### config.mk
export PLATFORM = sky130hd
export DESIGN_NAME = pe_share_arbiter
export DESIGN_NICKNAME = d
export VERILOG_FILES = /design/src/rtl/pe_share_arbiter.sv
export SDC_FILE = /design/constraint.sdc
export NUM_CORES = 1
export LEC_CHECK = 0
export ABC_CLOCK_PERIOD_IN_PS = 2800
export CORE_AREA = 4 4 151 153
export CTS_CLUSTER_SIZE = 8
export DETAILED_ROUTE_END_ITERATION = 8
export DIE_AREA = 0 0 155 157
export HOLD_SLACK_MARGIN = 0.03
export PLACE_DENSITY_LB_ADDON = 0.3
export SLEW_MARGIN = 20
export SYNTH_ARGS = -nofsm -noshare
export SYNTH_HDL_FRONTEND = slang
export SYNTH_SLANG_ARGS = --single-unit
export TNS_END_PERCENT = 30
### constraint.sdc
create_clock -name i_clk -period 2.8 [get_ports i_clk]
set_clock_uncertainty 0.15 [all_clocks]
set_input_delay 0.56 -clock i_clk [delete_from_list [all_inputs] [get_ports i_clk]]
set_output_delay 0.56 -clock i_clk [all_outputs]
set_load 0.02 [all_outputs]
### src/rtl/pe_share_arbiter.sv
// rtl/pe_share_arbiter.sv - round-robin scheduler sharing one pipelined PE between requesters
module pe_share_arbiter #(
    parameter int NUM_REQ = 4,
    parameter int DATA_W  = 32,
    parameter int PE_LAT  = 3,
    localparam int ID_W   = $clog2(NUM_REQ)
) (
    input  logic                           i_clk,
    input  logic                           i_reset_n,
    input  logic [NUM_REQ-1:0]             i_req_valid,
    input  logic [NUM_REQ-1:0][DATA_W-1:0] i_req_a,
    input  logic [NUM_REQ-1:0][DATA_W-1:0] i_req_b,
    output logic [NUM_REQ-1:0]             o_req_ready,
    input  logic                           i_hold,
    output logic                           o_pe_valid,
    output logic [DATA_W-1:0]              o_pe_a,
    output logic [DATA_W-1:0]              o_pe_b,
    input  logic [DATA_W-1:0]              i_pe_result,
    output logic                           o_rsp_valid,
    output logic [ID_W-1:0]                o_rsp_id,
    output logic [DATA_W-1:0]              o_rsp_data,
    output logic                           o_busy
);

    // One extra bit so pointer + offset can exceed NUM_REQ-1 before wrapping.
    localparam logic [ID_W:0]   NUM_REQ_X = (ID_W+1)'(NUM_REQ);
    localparam logic [ID_W-1:0] LAST_ID   = ID_W'(NUM_REQ - 1);
    localparam logic [ID_W-1:0] ONE_ID    = ID_W'(1);

    logic [ID_W-1:0]              ptr;
    logic [ID_W-1:0]              grant_id;
    logic                         grant_found;
    logic [ID_W:0]                idx_ext;
    logic                         handshake;
    logic [ID_W-1:0]              issue_id;
    logic [PE_LAT-1:0]            tag_valid;
    logic [PE_LAT-1:0][ID_W-1:0]  tag_id;

    // Rotating priority search: first valid requester at or after the pointer.
    always_comb begin
        grant_found = 1'b0;
        grant_id    = '0;
        idx_ext     = '0;
        for (int i = 0; i < NUM_REQ; i++) begin
            idx_ext = {1'b0, ptr} + (ID_W+1)'(i);
            if (idx_ext >= NUM_REQ_X) begin
                idx_ext = idx_ext - NUM_REQ_X;
            end
            if (!grant_found && i_req_valid[idx_ext[ID_W-1:0]]) begin
                grant_found = 1'b1;
                grant_id    = idx_ext[ID_W-1:0];
            end
        end
    end

    // Grant is suppressed in reset and while issue is held, so no handshake can occur then.
    assign handshake = i_reset_n && !i_hold && grant_found;

    // One-hot ready toward the winning requester only.
    always_comb begin
        o_req_ready = '0;
        if (handshake) begin
            o_req_ready[grant_id] = 1'b1;
        end
    end

    // Issue register: capture the accepted operands and advance the pointer past the winner.
    always_ff @(posedge i_clk) begin
        if (!i_reset_n) begin
            o_pe_valid <= 1'b0;
            o_pe_a     <= '0;
            o_pe_b     <= '0;
            issue_id   <= '0;
            ptr        <= '0;
        end else begin
            o_pe_valid <= handshake;
            if (handshake) begin
                o_pe_a   <= i_req_a[grant_id];
                o_pe_b   <= i_req_b[grant_id];
                issue_id <= grant_id;
                ptr      <= (grant_id == LAST_ID) ? '0 : grant_id + ONE_ID;
            end
        end
    end

    // Tag pipeline mirrors the PE latency; it never stalls, so hold only gates new issues.
    always_ff @(posedge i_clk) begin
        if (!i_reset_n) begin
            tag_valid <= '0;
            tag_id    <= '0;
        end else begin
            tag_valid[0] <= o_pe_valid;
            tag_id[0]    <= issue_id;
            for (int i = 1; i < PE_LAT; i++) begin
                tag_valid[i] <= tag_valid[i-1];
                tag_id[i]    <= tag_id[i-1];
            end
        end
    end

    // Response register: PE result is valid exactly when the last tag stage is occupied.
    always_ff @(posedge i_clk) begin
        if (!i_reset_n) begin
            o_rsp_valid <= 1'b0;
            o_rsp_id    <= '0;
            o_rsp_data  <= '0;
        end else begin
            o_rsp_valid <= tag_valid[PE_LAT-1];
            if (tag_valid[PE_LAT-1]) begin
                o_rsp_id   <= tag_id[PE_LAT-1];
                o_rsp_data <= i_pe_result;
            end
        end
    end

    assign o_busy = (|tag_valid) | o_pe_valid | o_rsp_valid;

endmodule

; Yosys cells after proc, flatten, opt, wreduce, memory -nomap -nowiden
; Cells that the tools add are included.
[word_totals]
output_inout_bits = 105
elab_cells = 72
regBits = 113
[op_classes]
n_mux = 28
eq_ne = 1
magnitude_cmp = 10
add_sub_neg = 8
bitwise = 2
reduce_logical = 11
[op_table]
columns = op, count
row1 = $bmux 32 s2, 2
row2 = $mux 32, 2
row3 = $mux 2, 9
row4 = $lt 2x3->1 const B, 5
row5 = $ge 3x3->1 const B, 3
row6 = $mux 1, 9
row7 = $bmux 1 s2, 4
row8 = $sub 2x1->2 const B, 4
row9 = $add 2x2->3 const B, 2
row10 = $logic_and 1x1->1, 6
row11 = $logic_not 1->1, 4
row12 = $mux 4, 1
row13 = $add 2x1->3 const B, 1
row14 = $ge 2x3->1 const B, 1
row15 = $reduce_or 3->1, 1
row16 = $add 2x1->2 const B, 1
row17 = $demux 1 s2, 1
row18 = $eq 2x2->1 const B, 1
row19 = $ge 2x1->1 const B, 1
row20 = $or 1x1->1, 2

; Depth between registers and ports, before layout
; Gate-level depths: netlist of the first run.
[depth]
ltp_word = 19
mapped_depth = 9
depth_no_buf = 6

; Least setup slack after synthesis of the first run
; No wires, ideal clock.
[synth_path]
kind = input to output
start = input port i_req_valid[0]
end = output port o_req_ready[2]
arrival_ps = 1820
required_time_ps = 2090
path_slack_ps = 270
path_buffers = 1
stages = 6
cell_sequence = nand2_1 > a21oi_1 > a221oi_4 > nand2b_2 > buf_2 > nor3b_1
[synth_via]
elab_chain_len = 17
word_cells_on_any_way = 29
classes_between = order compare: 2 / mux: 19 / reduce/logical: 8
[synth_lines]
columns = item, line_no
row1 = start: declaration, 10  ; input logic [NUM_REQ-1:0] i_req_valid,
row2 = $bmux 1 s2, 49  ; if (!grant_found && i_req_valid[idx_ext[ID_W-1:0]]) begin
row3 = $mux 1 (not written as such), 49
row4 = $mux 1, 49
row5 = $logic_not 1->1, 49
row6 = $logic_and 1x1->1, 49
row7 = $mux 1, 49
row8 = $logic_not 1->1, 49
row9 = $logic_and 1x1->1, 49
row10 = $mux 1, 49
row11 = $logic_not 1->1, 49
row12 = $logic_and 1x1->1, 49
row13 = $mux 2, 49
row14 = $lt 2x3->1 (not written as such) / $ge 2x1->1 (equally long branches), 63  ; o_req_ready[grant_id] = 1'b1;
row15 = $logic_and 1x1->1 (not written as such), 63
row16 = $mux 1 (not written as such), 63
row17 = $demux 1 s2, 63
row18 = $mux 4 (*), 62  ; if (handshake) begin
row19 = end: declaration, 13  ; output logic [NUM_REQ-1:0] o_req_ready,
; Every way passes the cells marked *; elsewhere a longest branch is shown, timed or not. The select of a mux whose other input is x is not followed.

; Worst setup path after layout of the first run
[layout_path]
start = input port i_req_valid[2]
end = output port o_req_ready[3]
; The elaborated chain is that of the path after synthesis.

==> results of run 1 <==
==> power by group through the flow <==
stage               combinational, W  clock (W)  sequential (W)
floorplan                   0.000689          0         0.00199
CTS                          0.00169    0.00222         0.00182
detailed placement           0.00168          0         0.00185
finish                       0.00166    0.00216         0.00182
global placement             0.00167          0         0.00185
global route                 0.00177    0.00230         0.00184
==> cells in the final DEF (no fill, tap or decap), types with 5 or more instances in the layout <==
master                            netlist  layout
sky130_fd_sc_hd__buf_4                  0      19
sky130_fd_sc_hd__o221ai_2              30      30
sky130_fd_sc_hd__buf_12                 0       8
sky130_fd_sc_hd__clkbuf_16              0      17
sky130_fd_sc_hd__clkdlybuf4s50_1        0     391
sky130_fd_sc_hd__and2_1                10       9
sky130_fd_sc_hd__o221ai_1              34      34
sky130_fd_sc_hd__nand2_1               71      71
sky130_fd_sc_hd__nor2b_1               37      35
sky130_fd_sc_hd__dfxtp_1              113     112
sky130_fd_sc_hd__mux2i_1              162     162
sky130_fd_sc_hd__clkinvlp_4             0       5
==> sequential cells by signal (all words and copies together) (netlist names) <==
| name | flops |
|---|---|
| o_rsp_id | 2 |
| o_pe_a | 32 |
| issue_id | 2 |
| o_pe_b | 32 |
| ptr | 2 |
| o_rsp_valid | 1 |
| tag_valid | 3 |
| tag_id | 6 |
| o_pe_valid | 1 |
| o_rsp_data | 32 |
==> per-stage QoR <==
step                instance area (µm²)  std cells  setup WS, ps  hold slack (ps)  setup TNS, ps
floorplan                          5700        526           270              255              0
global placement                  10000       1184          -458              264          -4350
detailed placement                10000       1184          -508              270          -4970
CTS                               10600       1216           103              276              0
global route                      10600       1216          20.8              288              0
finish                            10600       1216          95.2              276              0
==> layer usage <==
metal,global-route usage [%],share of wire (%),vias to the layer above
met1,19.6,37,2521
met2,30.3,52,238
met4,7.28,2.4,0
met3,6.16,8.7,27
met5,0,0,-
li1,-,-,2726
==> worst reg2reg max path: cells and delay by family (launching register included) <==
family | cells | cell delay (ps)
multiplexers | 1 | 350
buffers and inverters | 3 | 650
AO/OA/AOI/OAI | 2 | 340
AND/OR/NAND/NOR | 2 | 270
flip-flops | 1 | 380
==> cell families (layout without fill, tap and decap cells) <==
family	count (synthesis)	after routing	synth area share [%]
muxes	164	164	28.9
and+or+nand+nor	129	129	11.0
AOI/OAI and AO/OA	70	70	14.2
DFF	113	113	39.7
adders and majority gates	1	1	0.220
buffers and inverters	49	459	5.91
==> path summary, 6_finish.rpt <==
kind / to / slack, ps / cells past startpoint
hold / removal: tag_id[4]$_SDFF_PN0_ / 280 / 1
hold reg to reg: tag_id[4]$_SDFF_PN0_ / 280 / 1
setup / recovery: o_req_ready[3] / 100 / 8
setup reg to reg: o_pe_a[7]$_SDFFE_PN0P_ / 520 / 8
==> layout make-up <==
cell class | instances | share of cell area (%)
Inverter | 3 | 0.106
Multi-Input combinational cell | 364 | 29.6
Clock buffer | 20 | 4.29
Sequential cell | 113 | 21.3
Clock inverter | 12 | 1.26
Tap cell | 280 | 3.29
Timing Repair Buffer | 424 | 40.2
==> run summary, run 1 <==
YOSYS
--------------------------------------------------------------------------------
Main flop type after synthesis                                      sky130_fd_sc_hd__dfxtp_1
Synth Instances                                                              526
Register bit total from synthesis                                            113
Top cells by area, synth                                            sky130_fd_sc_hd__dfxtp_1 (40%), sky130_fd_sc_hd__mux2i_1 (28%), sky130_fd_sc_hd__o221ai_2 (7.9%), sky130_fd_sc_hd__o221ai_1 (5.2%), sky130_fd_sc_hd__nand2_1 (4.7%)
Synth unique cells                                                            28
Biggest area consumer among synthesized cells                       sky130_fd_sc_hd__dfxtp_1
Yosys top cell area share                                                  39.7%
Cell area after synthesis                                            0.00570 mm²
EDFF count, synth                                                              0
Post-synth top cells                                                sky130_fd_sc_hd__mux2i_1 (162), sky130_fd_sc_hd__dfxtp_1 (113), sky130_fd_sc_hd__nand2_1 (71)
Mapped Nets                                                                  822
Number of warnings printed during yosys synthesis                              0
Fraction of registers with async set or reset after synthesis                 0%
Most frequently used cell type in the post-synthesis netlist        sky130_fd_sc_hd__mux2i_1
Proportion of synthesized chip area in sequential cells                    39.7%
Average cell area after synthesis                                       10.8 µm²

WORST HOLD PATH
--------------------------------------------------------------------------------
Min-Delay Startpoint                                                tag_id[2]$_SDFF_PN0_
Worst hold-check path type                                            reg -> reg

FLOORPLAN
--------------------------------------------------------------------------------
Overall die area                                                      0.0243 mm²
I/O pin cnt                                                                  400
Effective utilization at floorplan                                         26.4%
Width of the chip                                                         155 µm
Chip Height                                                               157 µm
Core Box Area                                                         0.0216 mm²
Cell Rows                                                                     54

CLOCK TREE
--------------------------------------------------------------------------------
Total clock buffers created by CTS                                            17
Buffers from clock root to sink, at most                                       2
CTS tree                                                                     yes
Sink count of the clock tree                                                 113
Clock-pin slew on the worst setup and hold paths                           60 ps
H-tree level count                                                             4
Insertion delay of the later-clocked pin in the worst-skew pair           400 ps
Number of resized instances in the post-cts repair step                       16
Count of buffers added by post-CTS timing repair for setup                     0
Cell at the root of the clock tree                                  sky130_fd_sc_hd__clkbuf_16
Cts hold-fix bufs                                                              0

POWER AND IR DROP
--------------------------------------------------------------------------------
Total design power                                                     0.00564 W
Internal power                                                         0.00405 W
Part of the power in registers                                             32.3%
Switching portion of total power                                           28.3%
Net Switching                                                          0.00159 W
Combinational group share of total power                                   29.4%
Static power due to leakage                                              3.92 nW
Clock Power Share                                                          38.3%
Maximum resistive drop on vdd                                           0.324 mV
Power density over cell area                                          530 mW/mm²

ROUTING
--------------------------------------------------------------------------------
Number of routed nets with antenna violations                                  0
Post-Route WL                                                            22.2 mm
Number of design rule violations left after detail routing                     0
DR vias/cell                                                                4.53
First DRT Iteration DRCs                                                     250
Total via count after detailed routing                                     5,512
Routed length per instance                                               18.3 µm
Length of the first detailed-routing pass in iterations                        5

WORST SETUP PATH
--------------------------------------------------------------------------------
Cell seen most often among critical-path stages                     sky130_fd_sc_hd__nor2b_4
Cell type group with the largest total delay on the critical path   buffers and inverters
Critical Path RT                                                         2090 ps
Slowest Stage Delay on Critical Path                                      330 ps
Worst path cell trace                                               dlygate4sd2_1, buf_6, nor2b_4, a221oi_4, nor2b_4, ha_1, and3_1, buf_4
Highest-delay cell along the critical path                          sky130_fd_sc_hd__a221oi_4
Crit path capture type                                               output port
Crit start category                                                    input pin
Critical Setup Path Class                                              in -> out
Worst setup path start                                              i_req_valid[2]
Maximum fanout along the worst path                                            3
CP arrival                                                               1990 ps
Reg-to-reg startpoint                                               ptr[0]$_SDFFE_PN0P_
Critical path buffer and inverter count                                        3

FINISH
--------------------------------------------------------------------------------
Antenna cell count                                                             0
Final cell utilization of the core                                         49.4%
Net count, final                                                           1,219
Layout cell share with drive strength beyond 1                             11.1%
Fill cells                                                                 2,057
Area growth from synthesis to layout                                       86.8%
Multi-input gate area                                                0.00315 mm²
Sequential cell area                                                 0.00226 mm²

GLOBAL ROUTING
--------------------------------------------------------------------------------
Total global routing overflow                                                  0
Largest net degree at the start of global routing                             66
Antenna violations before repair                                               0
Overall global routing resource usage                                      17.5%
Global-route wire length before repair                                   32.6 mm
Number of global-route vias before repair                                  5,633

STA
--------------------------------------------------------------------------------
Top achievable clock speed                                               370 MHz
Shortest clock period the worst path allows after layout                 2700 ps
Worst relative slew slack                                                  61.1%
Final Slew Violations                                                          0
RSZ-0062 raised after global routing                                       false
Hold Fails Final Rpt                                                           0
Total setup violations reported at the end of the flow                         0
Actual slew at the worst max-slew pin                                     583 ps
Share of the cycle needed by the critical path after routing               96.6%

JOB
--------------------------------------------------------------------------------
Max capacitance violation total                                                0

PLACED DESIGN
--------------------------------------------------------------------------------
Sum of net half-perimeters after detailed placement                      17.4 mm
Port bufs                                                                    399
Global placement routability congestion                                    0.793

STATUS
--------------------------------------------------------------------------------
Run status                                                             completed

Power figures use the tool's default switching activity.
==> inputs of run 2 (changes only) <==
--- a/config.mk
+++ b/config.mk
@@ -5,13 +5,16 @@
 export SDC_FILE = /design/constraint.sdc
 export NUM_CORES = 1
 export LEC_CHECK = 0
+export ABC_AREA = 1
 export ABC_CLOCK_PERIOD_IN_PS = 2800
-export CORE_AREA = 4 4 151 153
+export CORE_AREA = 4 4 152 154
 export CTS_CLUSTER_SIZE = 8
 export DETAILED_ROUTE_END_ITERATION = 8
-export DIE_AREA = 0 0 155 157
+export DIE_AREA = 0 0 156 158
 export HOLD_SLACK_MARGIN = 0.03
 export PLACE_DENSITY_LB_ADDON = 0.3
+export RECOVER_POWER = 50
+export SKIP_LAST_GASP = 1
 export SLEW_MARGIN = 20
 export SYNTH_ARGS = -nofsm -noshare
 export SYNTH_HDL_FRONTEND = slang
==> run 2 against run 1 <==
Critical endpoint is now o_req_ready[2]. Critical path type is now reg -> out. Wire length increased by 29%. Worst hold slack got worse by 14 ps. Global-route usage increased by 4.2 points. The run now ends with capacitance limit, slew limit, setup timing left. First-iteration DRC count increased by 110%. Clock power decreased by 3%. Clock-buffer cell count decreased by 2. Sequential share of layout area decreased by 0.99 points. Combinational power increased to 4.4 times the previous value. Sequential power increased by 19%.
==> run summary, run 2 <==
STATUS
------------------------------------------------------------------------------------------
Run status                                                                    finished with violations
Violated checks                                                               capacitance limit, slew limit, setup timing

WORST SETUP PATH
------------------------------------------------------------------------------------------
Slack of the worst reg-to-reg path                                                  180 ps   -340 ps
Crit start category                                                              flip-flop
Slowest Stage Delay on Critical Path                                                390 ps   +60 ps
Critical Path RT                                                                   2090 ps   about the same
Highest-delay cell along the critical path                                    sky130_fd_sc_hd__dfxtp_4
Critical Setup Path Class                                                       reg -> out
CP arrival                                                                         2180 ps   +190 ps
Maximum fanout along the worst path                                                      5   +2
Cell seen most often among critical-path stages                               sky130_fd_sc_hd__buf_6
Cell type group with the largest total delay on the critical path             simple AND/OR/NAND/NOR gates
Critical path buffer and inverter count                                                  5   +2
Crit path capture type                                                         output port
Worst path cell trace                                                         buf_12, buf_6, nand2_4, nand3_4, nand2_4, nor2_4, nand2_2, or2_4, nand3_4, inv_2, nand2_2, buf_6, nor2_2, buf_6

FLOORPLAN
------------------------------------------------------------------------------------------
Width of the chip                                                                   156 µm   +0.65%
Chip Height                                                                         158 µm   +0.64%
I/O pin cnt                                                                            400   unchanged
Effective utilization at floorplan                                                   28.9%   +2.4 points
Cell Rows                                                                               54   unchanged
Core Box Area                                                                   0.0217 mm²   +0.63%
Overall die area                                                                0.0246 mm²   +1.3%

YOSYS
------------------------------------------------------------------------------------------
Average cell area after synthesis                                                 6.36 µm²   -41%
Yosys top cell area share                                                            36.1%   -3.6 points
Mapped Nets                                                                          1,281   +56%
Post-synth top cells                                                          sky130_fd_sc_hd__nand3_1 (390), sky130_fd_sc_hd__nand2_1 (239), sky130_fd_sc_hd__dfxtp_1 (113)
Dominant combinational cell family by area after synthesis                    simple AND/OR/NAND/NOR gates
Multiplexer share of the synthesized area                                               0%   -29 points
Synth unique cells                                                                      24   -14%
Number of warnings printed during yosys synthesis                                        0   unchanged
Fraction of registers with async set or reset after synthesis                           0%   unchanged
Register bit total from synthesis                                                      113   unchanged
Share of synthesized cell area in full adder, half adder and majority cells         0.200%   -0.020 points
Synth Instances                                                                        985   +87%
EDFF count, synth                                                                        0   unchanged
Post-synthesis compound-gate area fraction                                           3.20%   -11 points
Proportion of synthesized chip area in sequential cells                              36.1%   -3.6 points
Cell area after synthesis                                                      0.00626 mm²   +9.9%
Post-synthesis xor/xnor area fraction                                                   0%   unchanged
Top cells by area, synth                                                      sky130_fd_sc_hd__dfxtp_1 (36%), sky130_fd_sc_hd__nand3_1 (31%), sky130_fd_sc_hd__nand2_1 (14%), sky130_fd_sc_hd__nor2_1 (4.6%), sky130_fd_sc_hd__buf_2 (3.6%)
Biggest area consumer among synthesized cells                                 sky130_fd_sc_hd__dfxtp_1
Most frequently used cell type in the post-synthesis netlist                  sky130_fd_sc_hd__nand3_1
Main flop type after synthesis                                                sky130_fd_sc_hd__dfxtp_1
Synthesized-area fraction occupied by and/or/nand/nor cells                          51.4%   +40 points

STA
------------------------------------------------------------------------------------------
RSZ-0062 raised after global routing                                                  true
Top achievable clock speed                                                         346 MHz   -6.4%
Post-route setup slack                                                            -90.9 ps   -186 ps
Final Slew Violations                                                                  111   +111
Total setup violations reported at the end of the flow                                   4   +4
Setup TNS Final                                                                    -194 ps   -194 ps
Share of the cycle needed by the critical path after routing                          103%   +6.6 points
Worst relative slew slack                                                           -35.9%   -97 points
Shortest clock period the worst path allows after layout                           2890 ps   +186 ps
Hold Fails Final Rpt                                                                     0   unchanged
Actual slew at the worst max-slew pin                                              2040 ps   +1450 ps

PLACED DESIGN
------------------------------------------------------------------------------------------
Global placement routability congestion                                              0.879   +11%
Placed instance count                                                                1,596   +35%
Port bufs                                                                              399   unchanged
Sum of net half-perimeters after detailed placement                                20.4 mm   +17%

ROUTING
------------------------------------------------------------------------------------------
Number of design rule violations left after detail routing                               0   unchanged
Length of routed met3 wiring                                                       2.39 mm   +23%
Routed length per instance                                                         17.5 µm   -4.2%
Met1 wire length                                                                   10.8 mm   +31%
Post-Route WL                                                                      28.7 mm   +29%
Length of the first detailed-routing pass in iterations                                  7   +2
First DRT Iteration DRCs                                                               535   +110%
Total via count after detailed routing                                               8,082   +47%
Routed wl met2                                                                     14.4 mm   +26%
DR vias/cell                                                                          4.93   +8.9%
Top routing layer in use                                                              met5
Number of routed nets with antenna violations                                            0   unchanged

FINISH
------------------------------------------------------------------------------------------
Top library cells by usage in the layout, fill and taps aside                 sky130_fd_sc_hd__nand3_1 (387), sky130_fd_sc_hd__clkdlybuf4s50_1 (328), sky130_fd_sc_hd__nand2_1 (221)
Most frequent standard cell in the layout excluding fill and tap cells        sky130_fd_sc_hd__nand3_1
Area growth from synthesis to layout                                                 78.6%
Cell Count, Final, Fillers Out                                                       1,638   +35%
Layout cell share with drive strength beyond 1                                       8.69%   -2.4 points
Biggest regs                                                                  o_pe_a (32), o_pe_b (32), o_rsp_data (32)
Net count, final                                                                     1,641   +35%
Fill cells                                                                           2,129   +3.5%
Antenna cell count                                                                       0   unchanged

JOB
------------------------------------------------------------------------------------------
Max capacitance violation total                                                          1   +1

POWER AND IR DROP
------------------------------------------------------------------------------------------
Maximum resistive drop on vdd                                                     0.809 mV   +150%
Power density over cell area                                                   1040 mW/mm²   +96%
Part of the power in registers                                                       18.7%   -14 points
Internal power                                                                   0.00594 W   +47%
Static power due to leakage                                                        5.06 nW   +29%
Clock Power Share                                                                    18.1%   -20 points
Combinational group share of total power                                             63.2%   +34 points
Switching portion of total power                                                     48.8%   +21 points
Net Switching                                                                    0.00566 W   +260%

GLOBAL ROUTING
------------------------------------------------------------------------------------------
Largest net degree at the start of global routing                                      111   +68%
Number of global-route vias before repair                                            7,733   +37%
Global-route wire length before repair                                             42.1 mm   +29%
Total global routing overflow                                                            0   unchanged
Overall global routing resource usage                                                21.7%   +4.2 points
Antenna violations before repair                                                         1   +1

CLOCK TREE
------------------------------------------------------------------------------------------
Cell at the root of the clock tree                                            sky130_fd_sc_hd__clkbuf_16
Insertion delay of the later-clocked pin in the worst-skew pair                     420 ps   +20 ps
CTS tree                                                                               yes
Clock-pin slew on the worst setup and hold paths                                     60 ps   about the same
Buffers from clock root to sink, at most                                                 2   unchanged
Sink count of the clock tree                                                           113   unchanged
Total clock buffers created by CTS                                                      17   unchanged
H-tree level count                                                                       4   unchanged

WORST HOLD PATH
------------------------------------------------------------------------------------------
Worst hold-check path type                                                      reg -> reg

==> run 2: cells by family after synthesis <==
| group | count (synthesis) |
|---|---|
| buffers and inverters | 115 |
| adder cells (fa/ha/maj) | 1 |
| flip-flops | 113 |
| AO/OA/AOI/OAI | 39 |
| AND/OR/NAND/NOR | 717 |
==> run 2: area by class of cell <==
| cell class | instances | area, µm² | area share (%) |
|---|---|---|---|
| multi-input combinational | 757 | 3600 | 32.2 |
| sequential | 113 | 2270 | 20.3 |
| clock inverter | 14 | 134 | 1.20 |
| timing repair buffer | 431 | 4290 | 38.3 |
| inverter | 25 | 101 | 0.907 |
| tap | 280 | 350 | 3.13 |
| clock buffer | 18 | 439 | 3.93 |
==> run 2: layer usage <==
layer | up-vias | track usage, %
met4 | 2 | 8.67
met5 | - | 0
met1 | 3656 | 24.5
met3 | 54 | 7.52
li1 | 4023 | -
met2 | 347 | 37.5
==> run 2: through the flow <==
step	cell area [µm²]	setup WS [ps]	total power [W]	utilization, %	hold WS (ps)
2_1_floorplan	6260	57.6	0.00698	-	240
3_3_place_gp	10300	-629	0.00915	47.7	243
3_5_place_dp	10300	-662	0.00922	47.7	251
4_1_cts	11100	-125	0.0115	51.0	267
5_1_grt	11200	-187	0.0125	51.5	280
6_report	11200	-90.9	0.0116	51.5	261
==> run 2: timing repair <==
item / CTS / global route
gates cloned: 1 / 0
pin swaps: 10 / 14
setup buffers: 7 / 2
resized for setup: 47 / 31
setup endpoints to repair: 4 / 47
hold buffers: 0 / 0
==> run 2: worst paths after layout <==
path                                           endpoint                 start  depth (start not counted)
worst min register to register     tag_id[2]$_SDFF_PN0_  tag_id[0]$_SDFF_PN0_                          2
worst min-delay path               tag_id[2]$_SDFF_PN0_  tag_id[0]$_SDFF_PN0_                          2
worst max register to register  o_pe_b[24]$_SDFFE_PN0P_   ptr[0]$_SDFFE_PN0P_                         15
worst max-delay path                     o_req_ready[2]   ptr[0]$_SDFFE_PN0P_                         14
==> run 2: power by group through the flow <==
| stage | registers, W | clock network [W] | logic [W] |
|---|---|---|---|
| after floorplan | 0.00254 | 0 | 0.00445 |
| after global placement | 0.00218 | 0 | 0.00697 |
| after detailed placement | 0.00219 | 0 | 0.00702 |
| after CTS | 0.00218 | 0.00215 | 0.00721 |
| after global routing | 0.00221 | 0.00222 | 0.00808 |
| final | 0.00217 | 0.00210 | 0.00733 |
==> run 2: worst reg2reg max path: stages, from the launching register on <==
cell	delay, ps
sky130_fd_sc_hd__dfxtp_4	370
sky130_fd_sc_hd__buf_12	140
sky130_fd_sc_hd__inv_8	90
sky130_fd_sc_hd__nand2_2	70
sky130_fd_sc_hd__nand2_4	100
sky130_fd_sc_hd__nand2_4	50
sky130_fd_sc_hd__nand2_2	80
sky130_fd_sc_hd__nor2_4	40
sky130_fd_sc_hd__nand2_1	50
sky130_fd_sc_hd__nand2_1	80
sky130_fd_sc_hd__nor2_4	160
sky130_fd_sc_hd__buf_6	270
sky130_fd_sc_hd__buf_4	500
sky130_fd_sc_hd__nand3_1	190
sky130_fd_sc_hd__nand3_1	110
sky130_fd_sc_hd__nand2_1	70
==> inputs of run 3 (changes only) <==
--- a/config.mk
+++ b/config.mk
@@ -7,10 +7,12 @@
 export LEC_CHECK = 0
 export ABC_AREA = 1
 export ABC_CLOCK_PERIOD_IN_PS = 2800
+export CAP_MARGIN = 25
 export CORE_AREA = 4 4 152 154
 export CTS_CLUSTER_SIZE = 8
 export DETAILED_ROUTE_END_ITERATION = 8
 export DIE_AREA = 0 0 156 158
+export GPL_ROUTABILITY_DRIVEN = 0
 export HOLD_SLACK_MARGIN = 0.03
 export PLACE_DENSITY_LB_ADDON = 0.3
 export RECOVER_POWER = 50
==> run 3 against run 2 <==
The flow finishes with violations (setup timing). Clock power about the same. Core utilization is 0.23 points lower. Final cell count about the same. Fmax down 1.0%. Critical path type unchanged. Sequential cell count unchanged. Wire length is 0.60% lower. Worst hold slack got worse by 0.78 ps. Clock-buffer cell count grew 2. Highest routed layer unchanged. Total power fell by 0.74%. Critical endpoint unchanged. Sequential power hardly changed. Sequential share of layout area is 0.091 points higher.
==> run summary, run 3 (synthesis results as in run 2) <==
WORST SETUP PATH
-------------------------------------------------------------------------------------
Critical Setup Path Class                                                  reg -> out
Slack of the worst reg-to-reg path                                             170 ps   about the same
Maximum fanout along the worst path                                                 8   +3
Crit path capture type                                                    output port
Reg-to-reg startpoint                                                    ptr[0]$_SDFFE_PN0P_
R2R cell count                                                                     14   -1
Critical Path RT                                                              2090 ps   about the same
Crit start category                                                         flip-flop
CP arrival                                                                    2210 ps   +30 ps
Critical register-to-register path endpoint                              o_pe_b[7]$_SDFFE_PN0P_

FINISH
-------------------------------------------------------------------------------------
Most frequent standard cell in the layout excluding fill and tap cells   sky130_fd_sc_hd__nand3_1
Layout cell share with drive strength beyond 1                                  8.04%   -0.65 points
Biggest regs                                                             o_pe_a (32), o_pe_b (32), o_rsp_data (32)
Fill cells                                                                      2,147   +0.85%
Cell Count, Final, Fillers Out                                                  1,637   -0.061%
Top library cells by usage in the layout, fill and taps aside            sky130_fd_sc_hd__nand3_1 (388), sky130_fd_sc_hd__clkdlybuf4s50_1 (327), sky130_fd_sc_hd__nand2_1 (224)
Final Cell Area                                                            0.0111 mm²   -0.45%
Net count, final                                                                1,639   -0.12%
Area growth from synthesis to layout                                            77.8%

STA
-------------------------------------------------------------------------------------
Total setup violations reported at the end of the flow                              4   unchanged
Post-route setup slack                                                        -120 ps   -29.6 ps
Setup TNS Final                                                               -317 ps   -122 ps
Worst relative slew slack                                                       23.4%   +59 points
Share of the cycle needed by the critical path after routing                     104%   +1.1 points
Actual slew at the worst max-slew pin                                         1150 ps   -889 ps
Final Slew Violations                                                               0   -100%
Hold Fails Final Rpt                                                                0   unchanged
Top achievable clock speed                                                    342 MHz   -1.0%
Shortest clock period the worst path allows after layout                      2920 ps   +29.6 ps
RSZ-0062 raised after global routing                                             true

PLACED DESIGN
-------------------------------------------------------------------------------------
Port bufs                                                                         399   unchanged
Sum of net half-perimeters after detailed placement                           20.5 mm   +0.65%
Placed instance count                                                           1,597   +0.063%
Placement Cell Area                                                        0.0104 mm²   +0.19%

POWER AND IR DROP
-------------------------------------------------------------------------------------
Part of the power in registers                                                  18.9%   +0.2 points
Switching portion of total power                                                48.5%   -0.29 points
Static power due to leakage                                                   5.03 nW   -0.54%
Internal power                                                              0.00593 W   -0.18%
Power density over cell area                                              1030 mW/mm²   -0.30%
Maximum resistive drop on vdd                                                0.840 mV   +3.8%
Clock Power Share                                                               18.1%   about the same
Combinational group share of total power                                        63.0%   -0.2 points
Net Switching                                                               0.00559 W   -1.3%

ROUTING
-------------------------------------------------------------------------------------
First DRT Iteration DRCs                                                          540   +0.93%
Total via count after detailed routing                                          8,108   +0.32%
Number of routed nets with antenna violations                                       0   unchanged
Routed wl met2                                                                14.0 mm   -2.7%
Post-Route WL                                                                 28.5 mm   -0.60%
DR vias/cell                                                                     4.95   +0.38%
Length of the first detailed-routing pass in iterations                             8   +1
Length of routed met3 wiring                                                  2.63 mm   +10%
Met1 wire length                                                              10.7 mm   -1.1%
Number of design rule violations left after detail routing                          0   unchanged
Routed length per instance                                                    17.4 µm   -0.53%
Top routing layer in use                                                         met5

STATUS
-------------------------------------------------------------------------------------
Violated checks                                                          setup timing
Run status                                                               finished with violations

WORST HOLD PATH
-------------------------------------------------------------------------------------
Worst hold-check path type                                                 reg -> reg
Worst min-delay path endpoint                                            tag_id[2]$_SDFF_PN0_
Min-Delay Startpoint                                                     tag_id[0]$_SDFF_PN0_
Hold path cells                                                                     2   unchanged

FLOORPLAN
-------------------------------------------------------------------------------------
Chip Height                                                                    158 µm   unchanged
Core Box Area                                                              0.0217 mm²   unchanged
I/O pin cnt                                                                       400   unchanged
Cell Rows                                                                          54   unchanged
Effective utilization at floorplan                                              28.9%   unchanged
Width of the chip                                                              156 µm   unchanged
Overall die area                                                           0.0246 mm²   unchanged

JOB
-------------------------------------------------------------------------------------
Max capacitance violation total                                                     0   -1

GLOBAL ROUTING
-------------------------------------------------------------------------------------
Antenna violations before repair                                                    2   +1
Largest net degree at the start of global routing                                  83   -25%
Number of global-route vias before repair                                       7,713   -0.26%
Total global routing overflow                                                       0   unchanged
Global-route wire length before repair                                        42.0 mm   -0.26%
Overall global routing resource usage                                           21.6%   -0.087 points

CLOCK TREE
-------------------------------------------------------------------------------------
Cell at the root of the clock tree                                       sky130_fd_sc_hd__clkbuf_16
Cts hold-fix bufs                                                                   0   unchanged
Sink count of the clock tree                                                      113   unchanged
Buffers from clock root to sink, at most                                            2   unchanged
H-tree level count                                                                  4   unchanged
Insertion delay of the later-clocked pin in the worst-skew pair                410 ps   about the same
CTS tree                                                                          yes
Total clock buffers created by CTS                                                 17   unchanged
Clock-pin slew on the worst setup and hold paths                                60 ps   about the same

## run 3: changes by cell type in the layout (fill, tap and decap cells not counted), moves of 2 or more
cell | before | now
sky130_fd_sc_hd__nand2_4 | 10 | 6
sky130_fd_sc_hd__nand2_1 | 221 | 224
sky130_fd_sc_hd__buf_6 | 8 | 6
sky130_fd_sc_hd__clkbuf_8 | 1 | 3
sky130_fd_sc_hd__clkinv_4 | 4 | 2
## run 3: metrics by stage
stage / hold WS [ps] / worst slack, ps / power, W / utilization, %
2_1_floorplan: 240 / 57.6 / 0.00698 / -
3_3_place_gp: 243 / -629 / 0.00915 / 47.7
3_5_place_dp: 251 / -666 / 0.00922 / 47.8
4_1_cts: 266 / -128 / 0.0115 / 51.0
5_1_grt: 280 / -233 / 0.0124 / 51.3
6_report: 261 / -120 / 0.0115 / 51.3
## run 3: final cells by class
cell class | instances | area (µm²) | area share (%)
flip-flops and latches | 113 | 2270 | 20.4
repair buffers | 429 | 4260 | 38.3
inverters | 25 | 101 | 0.911
diodes | 1 | 2.50 | 0.0225
well taps | 280 | 350 | 3.15
clock inverters | 12 | 109 | 0.978
multi-input cells | 757 | 3570 | 32.1
clock buffers | 20 | 467 | 4.19
## run 3: critical path, cell delays in order, from the launching register on
cell	delay [ps]
sky130_fd_sc_hd__dfxtp_4	370
sky130_fd_sc_hd__buf_12	140
sky130_fd_sc_hd__inv_8	70
sky130_fd_sc_hd__nand2_2	70
sky130_fd_sc_hd__nand3_4	90
sky130_fd_sc_hd__nand2_4	80
sky130_fd_sc_hd__nor2_4	160
sky130_fd_sc_hd__nand2_2	90
sky130_fd_sc_hd__or2_4	250
sky130_fd_sc_hd__nand3_4	90
sky130_fd_sc_hd__inv_2	50
sky130_fd_sc_hd__nand2_2	70
sky130_fd_sc_hd__buf_6	100
sky130_fd_sc_hd__nor2_2	30
sky130_fd_sc_hd__buf_6	140
## run 3: what timing repair did
action                                  in CTS  in global routing
setup buffers                                5                  1
hold endpoints to repair                     0                  0
resized for setup                           47                 19
gates cloned                                 1                  0
endpoints found under the setup margin       4                 47
pin swaps                                   14                 11
## run 3: worst max-delay path by stage
| stage | from | endpoint | slack [ps] | cells after the start |
|---|---|---|---|---|
| floorplan | i_req_valid[3] | o_req_ready[1] | 60 | 11 |
| global placement | i_req_valid[3] | o_req_ready[3] | -630 | 14 |
| CTS | ptr[0]$_SDFFE_PN0P_ | o_req_ready[2] | -130 | 15 |
| global route | ptr[0]$_SDFFE_PN0P_ | o_req_ready[3] | -230 | 15 |
| detailed placement | i_req_valid[3] | o_req_ready[3] | -670 | 14 |
| finish | ptr[0]$_SDFFE_PN0P_ | o_req_ready[2] | -120 | 14 |
## run 3: power groups by stage
stage               registers [W]  clock network [W]  logic (W)
floorplan                 0.00254                  0    0.00445
global placement          0.00218                  0    0.00697
detailed placement        0.00219                  0    0.00703
CTS                       0.00218            0.00215    0.00721
global route              0.00221            0.00221    0.00802
finish                    0.00217            0.00209    0.00725
## run 3: layer usage
metal,GRT usage (%),vias to the layer above
met5,0,-
met2,37.0,383
met4,9.67,2
met1,24.6,3638
met3,7.08,67
li1,-,4018
